$ cat config.mk
export PLATFORM = sky130hd
export DESIGN_NAME = if_prefetch_flat
export DESIGN_NICKNAME = d
export VERILOG_FILES = /design/src/rtl/if_prefetch_if.sv /design/src/rtl/if_prefetch.sv /design/src/flat_wrapper.sv
export SDC_FILE = /design/constraint.sdc
export NUM_CORES = 1
export LEC_CHECK = 0
export CORE_MARGIN = 2
export CORE_UTILIZATION = 40
export DETAILED_ROUTE_END_ITERATION = 7
export PLACE_DENSITY = 0.63
export SETUP_SLACK_MARGIN = 0.5
export SYNTH_ARGS = -nofsm -noshare
export SYNTH_HDL_FRONTEND = slang
export SYNTH_SLANG_ARGS = --single-unit
export TNS_END_PERCENT = 30
$ cat constraint.sdc
create_clock -name clk -period 6.9 [get_ports clk]
set_input_delay 1.38 -clock clk [delete_from_list [all_inputs] [get_ports clk]]
set_output_delay 1.38 -clock clk [all_outputs]
set_load 0.05 [all_outputs]
$ cat src/rtl/if_prefetch_if.sv
// Fetch-stage bundle: redirect, ID handshake and instruction SRAM port.
// master = fetch stage, slave = environment (ID stage, branch unit, SRAM).
interface if_prefetch_if;
  logic        br_e;
  logic [31:0] br_addr;
  logic        id_ready;
  logic        if_valid;
  logic [31:0] if_pc;
  logic [31:0] if_inst;
  logic        inst_sram_en;
  logic [3:0]  inst_sram_wen;
  logic [31:0] inst_sram_addr;
  logic [31:0] inst_sram_wdata;
  logic [31:0] inst_sram_rdata;

  modport master (
    input  br_e, br_addr, id_ready, inst_sram_rdata,
    output if_valid, if_pc, if_inst,
    output inst_sram_en, inst_sram_wen, inst_sram_addr, inst_sram_wdata
  );

  modport slave (
    output br_e, br_addr, id_ready, inst_sram_rdata,
    input  if_valid, if_pc, if_inst,
    input  inst_sram_en, inst_sram_wen, inst_sram_addr, inst_sram_wdata
  );
endinterface

$ cat src/rtl/if_prefetch.sv
// Instruction fetch stage with a DEPTH-entry prefetch FIFO and branch redirect/flush.
// Optional IF_BYPASS_EN: an arriving response is presented to ID directly when the FIFO is empty.
module if_prefetch #(
  parameter logic [31:0] RESET_PC = 32'hbfc0_0000,
  parameter int unsigned DEPTH    = 4
) (
  input logic           clk,
  input logic           rst,
  if_prefetch_if.master bus
);

  localparam int unsigned PtrW = (DEPTH > 1) ? $clog2(DEPTH) : 1;
  localparam int unsigned CntW = $clog2(DEPTH + 1);
  localparam int unsigned OccW = CntW + 1;
  localparam logic [OccW-1:0] DepthOcc = OccW'(DEPTH);

  logic [31:0]     fetch_pc_q, fetch_pc_d;
  logic [CntW-1:0] count_q, count_d;
  logic            inflight_q, inflight_d;
  logic [31:0]     inflight_pc_q, inflight_pc_d;
  logic            squash_q, squash_d;
  logic [PtrW-1:0] wr_ptr_q, wr_ptr_d;
  logic [PtrW-1:0] rd_ptr_q, rd_ptr_d;

  logic [31:0] pc_mem   [DEPTH];
  logic [31:0] inst_mem [DEPTH];

  logic [OccW-1:0] occ;
  logic            issue;
  logic            resp_ok;
  logic            fifo_empty;
  logic            bypass_take;
  logic            push;
  logic            pop;

  // The in-flight request reserves a slot; a same-cycle dequeue is not credited.
  assign occ        = {1'b0, count_q} + OccW'(inflight_q);
  assign fifo_empty = (count_q == '0);
  assign issue      = !rst && !bus.br_e && (occ < DepthOcc);
  assign resp_ok    = inflight_q && !squash_q && !bus.br_e && !rst;

`ifdef IF_BYPASS_EN
  logic bypass_hit;
  assign bypass_hit  = fifo_empty && !squash_q && inflight_q;
  assign bypass_take = bypass_hit && bus.id_ready && !bus.br_e;
`else
  assign bypass_take = 1'b0;
`endif

  assign push = resp_ok && !bypass_take;
  assign pop  = !fifo_empty && bus.id_ready && !bus.br_e;

  always_comb begin
    bus.if_valid = 1'b0;
    bus.if_pc    = '0;
    bus.if_inst  = '0;
    if (!fifo_empty) begin
      bus.if_valid = 1'b1;
      bus.if_pc    = pc_mem[rd_ptr_q];
      bus.if_inst  = inst_mem[rd_ptr_q];
    end
`ifdef IF_BYPASS_EN
    else if (bypass_hit) begin
      bus.if_valid = 1'b1;
      bus.if_pc    = inflight_pc_q;
      bus.if_inst  = bus.inst_sram_rdata;
    end
`endif
  end

  assign bus.inst_sram_en    = issue;
  assign bus.inst_sram_wen   = 4'b0;
  assign bus.inst_sram_addr  = fetch_pc_q;
  assign bus.inst_sram_wdata = 32'b0;

  always_comb begin
    fetch_pc_d    = fetch_pc_q;
    count_d       = count_q;
    inflight_d    = 1'b0;
    inflight_pc_d = inflight_pc_q;
    squash_d      = 1'b0;
    wr_ptr_d      = wr_ptr_q;
    rd_ptr_d      = rd_ptr_q;

    if (bus.br_e) begin
      // Flush everything; a request still outstanding gets its response dropped.
      fetch_pc_d = bus.br_addr;
      count_d    = '0;
      wr_ptr_d   = '0;
      rd_ptr_d   = '0;
      squash_d   = inflight_q;
    end else begin
      if (issue) begin
        fetch_pc_d    = fetch_pc_q + 32'd4;
        inflight_pc_d = fetch_pc_q;
        inflight_d    = 1'b1;
      end
      if (push) wr_ptr_d = wr_ptr_q + PtrW'(1);
      if (pop)  rd_ptr_d = rd_ptr_q + PtrW'(1);
      unique case ({push, pop})
        2'b10:   count_d = count_q + CntW'(1);
        2'b01:   count_d = count_q - CntW'(1);
        default: count_d = count_q;
      endcase
    end
  end

  always_ff @(posedge clk) begin
    if (rst) begin
      fetch_pc_q    <= RESET_PC;
      count_q       <= '0;
      inflight_q    <= 1'b0;
      inflight_pc_q <= '0;
      squash_q      <= 1'b0;
      wr_ptr_q      <= '0;
      rd_ptr_q      <= '0;
    end else begin
      fetch_pc_q    <= fetch_pc_d;
      count_q       <= count_d;
      inflight_q    <= inflight_d;
      inflight_pc_q <= inflight_pc_d;
      squash_q      <= squash_d;
      wr_ptr_q      <= wr_ptr_d;
      rd_ptr_q      <= rd_ptr_d;
    end
  end

  // Storage needs no reset: outputs are masked by count.
  always_ff @(posedge clk) begin
    if (push) begin
      pc_mem[wr_ptr_q]   <= inflight_pc_q;
      inst_mem[wr_ptr_q] <= bus.inst_sram_rdata;
    end
  end

endmodule
$ cat src/flat_wrapper.sv
// flat-port wrapper written by rule: the top's interface ports become plain ports
module if_prefetch_flat 
#(
  parameter logic [31:0] RESET_PC = 32'hbfc0_0000,
  parameter int unsigned DEPTH    = 4
)
  (clk, rst, bus_br_e, bus_br_addr, bus_id_ready, bus_inst_sram_rdata, bus_if_valid, bus_if_pc, bus_if_inst, bus_inst_sram_en, bus_inst_sram_wen, bus_inst_sram_addr, bus_inst_sram_wdata);
  if_prefetch_if bus_i ();
  input logic clk;
  input logic rst;
  input wire logic [$bits(bus_i.br_e)-1:0] bus_br_e;
  input wire logic [$bits(bus_i.br_addr)-1:0] bus_br_addr;
  input wire logic [$bits(bus_i.id_ready)-1:0] bus_id_ready;
  input wire logic [$bits(bus_i.inst_sram_rdata)-1:0] bus_inst_sram_rdata;
  output wire logic [$bits(bus_i.if_valid)-1:0] bus_if_valid;
  output wire logic [$bits(bus_i.if_pc)-1:0] bus_if_pc;
  output wire logic [$bits(bus_i.if_inst)-1:0] bus_if_inst;
  output wire logic [$bits(bus_i.inst_sram_en)-1:0] bus_inst_sram_en;
  output wire logic [$bits(bus_i.inst_sram_wen)-1:0] bus_inst_sram_wen;
  output wire logic [$bits(bus_i.inst_sram_addr)-1:0] bus_inst_sram_addr;
  output wire logic [$bits(bus_i.inst_sram_wdata)-1:0] bus_inst_sram_wdata;
  assign bus_i.br_e = bus_br_e;
  assign bus_i.br_addr = bus_br_addr;
  assign bus_i.id_ready = bus_id_ready;
  assign bus_i.inst_sram_rdata = bus_inst_sram_rdata;
  assign bus_if_valid = bus_i.if_valid;
  assign bus_if_pc = bus_i.if_pc;
  assign bus_if_inst = bus_i.if_inst;
  assign bus_inst_sram_en = bus_i.inst_sram_en;
  assign bus_inst_sram_wen = bus_i.inst_sram_wen;
  assign bus_inst_sram_addr = bus_i.inst_sram_addr;
  assign bus_inst_sram_wdata = bus_i.inst_sram_wdata;
  if_prefetch #(.RESET_PC(RESET_PC), .DEPTH(DEPTH)) u_core (.clk(clk), .rst(rst), .bus(bus_i));
endmodule
==> run_results.csv <==
group,metric,value,unit
drt,wl_per_cell,18.7,um
synthesis,async_flop_share,0,
place,detailed_place_hpwl,17.1,mm
drt,drt_iter0_drc,551,
synthesis,synthCells,881,
floorplan,core,33300,um^2
critical_path,ff2ff_path_depth,10,
sta,rsz0062_at_grt,"false",
drt,vias,7652,
critical_path,cp.required,5.52,ns
floorplan,num_rows,67,
synthesis,synth-xor-area-share,0.0130,
floorplan,ios,202,
clock_tree,cts_max_path_buffers,3,
grt,use_met2,0.248,
min_path,hp-class,"flip-flop to flip-flop",
pwr,power,4.54,mW
floorplan,dieHeight,187,um
final_layout,n_antenna_cell,0,
synthesis,synth_top_area_cell,"edfxtp_1",
sta,fin_crit_sh,0.700,
drt,drc,0,
place,io_buffers,165,
sta,finClkSkew,0.0182,ns
critical_path,reg2reg_setup_slack,4.25,ns
grt,grt_max_degree,71,
synthesis,syn_avg_cell_area,15.3,um^2
final_layout,fin_cells,1521,
critical_path,path_max_fanout,48,
final_layout,final_core_util,0.502,
run,maxCapViolations,0,
place,pre_cts_slack,2.50,ns
final_layout,stdcell_area,16700,um^2
critical_path,r2r-start,"u_core.count_q[0]",
synthesis,synth_top_family_by_area,"multiplexers",
sta,finalSetupTns,0,ns
grt,grt_pass1_wl,44.0,mm
clock_tree,cts_resized,0,
floorplan,die_w,187,um
drt,wl,28.4,mm
critical_path,path_class,"flip-flop to primary output",
clock_tree,clock_latency,0.51,ns
synthesis,synth_area,13400,um^2
place,dp_cells,1453,
final_layout,final_layout_size_suffix_gt1_frac,0.150,
clock_tree,cts-root-buf,"clkbuf_16",
place,place.gp.congestion,0.820,
synthesis,synth-edff-count,256,
synthesis,yosys.area_share.simple,0.103,
sta,tightest_slew,1.05,ns
sta,setup_ws,2.07,ns
pwr,power_density,272,nW/um^2
clock_tree,cts_tree,"yes",
grt,grt_usage,0.161,
grt,antenna_found_initial,0,
pwr,irDropWorstVdd,0.155,mV
sta,fmax,207,MHz
critical_path,reg2reg_to,"u_core.count_q[2]",
drt,antenna_left,0,
clock_tree,cts_num_sinks,331,
synthesis,yosys-top-cells-count,"256 x edfxtp_1, 94 x nand2_1, 75 x dfxtp_1",
synthesis,synth.mux.area_fraction,0.115,
sta,setup_viol,0,
pwr,leakage,5.61,nW
sta,period_needed,4.83,ns
synthesis,synth_area_leaders,"edfxtp_1 57%, dfxtp_1 11%, mux4_2 11%",
synthesis,synth_seq_area_share,0.684,
synthesis,synth_most_common_cell,"edfxtp_1",
critical_path,arrival,3.45,ns
synthesis,yosys.area_share.adder,0.00707,
critical_path,cp-start-kind,"flip-flop",
floorplan,initial_utilization,0.404,
final_layout,multi_input_area,3830,um^2
clock_tree,cts_hold_buf,0,
final_layout,ff_latch_area,9200,um^2
status,status,"finished clean",
sta,whs,0.475,ns
drt,vias_per_cell,5.03,
min_path,hold_depth,2,
synthesis,yosys_warnings,0,
min_path,hp-start,"u_core.inflight_q",
grt,grt_pass1_vias,7517,
grt,overflow,0,
clock_tree,htreeDepth,2,
grt,use_met3,0.0383,
drt,first_pass_iters,5,
floorplan,dieArea,35100,um^2
final_layout,area_growth,24.2,%
grt,grt-busiest-layer,"met2",
final_layout,nFillCells,2823,
sta,maxSlewHeadroom,0.302,
clock_tree,cts_setup_buffers,0,
synthesis,synth_ff_type,"edfxtp_1",
synthesis,synth_compound_area_frac,0.0353,
synthesis,ys_ff_latch,331,
min_path,whs_endpoint,"u_core.squash_q",
synthesis,synth_cell_types,51,
synthesis,synth_top_area_share,0.572,
place,place_area,15400,um^2
sta,hold_viol,0,
clock_tree,cts_buffers,37,
sta,slew_viol_final,0,
clock_tree,clk_pin_slew,0.06,ns
final_layout,nNetsFinal,1119,
grt,grtUsageMet1,0.229,
critical_path,endpoint_kind,"primary output",
==> worst max-delay path, stage by stage, from the launching register on <==
cell and delay, ns:
dfxtp_4 1.04, buf_4 0.46, mux4_2 0.53, and2_1 0.17, clkdlybuf4s50_1 0.70
==> cell type report <==
class | count | area share
Sequential cell | 331 | 0.551
Multi-Input combinational cell | 487 | 0.229
Timing Repair Buffer | 174 | 0.103
Clock buffer | 47 | 0.0665
Tap cell | 448 | 0.0336
Clock inverter | 21 | 0.0136
Inverter | 13 | 0.00292
==> layout by cell type, fill, tap and decap left out, drive strengths merged, types with 3 or more instances in the layout <==
cell type	n
a211oi	7
a21oi	51
a31oi	4
and2	65
and3	11
and4	6
buf	11
bufinv	4
clkbuf	47
clkdlybuf4s50	163
clkinv	12
clkinvlp	3
conb	36
dfxtp	75
edfxtp	256
ha	6
inv	15
mux2	3
mux2i	7
mux4	64
nand2	94
nand3	15
nand4	16
nor2	34
nor3	9
nor4	5
o211ai	4
o21ai	7
or3	6
xnor2	12
xor2	8
==> layer usage <==
layer / routed length, um / vias to the layer above
met5: 0 / -
met4: 549 / 0
met3: 1840 / 50
met2: 12700 / 259
met1: 13400 / 3781
li1: - / 3562
==> flip-flops by register name (all words and copies together) (netlist names), 2 cells and up, named ones only <==
register	count
u_core.count_q	3
u_core.inst_mem	128
u_core.inflight_pc_q	32
u_core.bus.inst_sram_addr	32
u_core.pc_mem	128
u_core.rd_ptr_q	2
u_core.wr_ptr_q	2
==> report_power, final <==
group	switching (mW)	internal [mW]	total [mW]
Sequential	0.0383	2.17	2.21
Clock	0.777	1.30	2.07
Combinational	0.170	0.0897	0.260
Total	0.985	3.55	4.54
==> cells by family after synthesis <==
kind of cell	Yosys count
DFF	331
and+or+nand+nor	268
buffers and inverters	98
AOI/OAI and AO/OA	82
muxes	74
xor gates and xnor gates	20
adders and majority gates	7
other	1
==> how the worst max path moves through the flow <==
stage,end
final,bus_if_inst[17]
after global routing,bus_if_inst[16]
after CTS,bus_if_inst[17]
after detailed placement,bus_if_inst[17]
after global placement,bus_if_inst[15]
after floorplan,bus_inst_sram_en
Note: power is estimated with default switching activity, not from simulation.
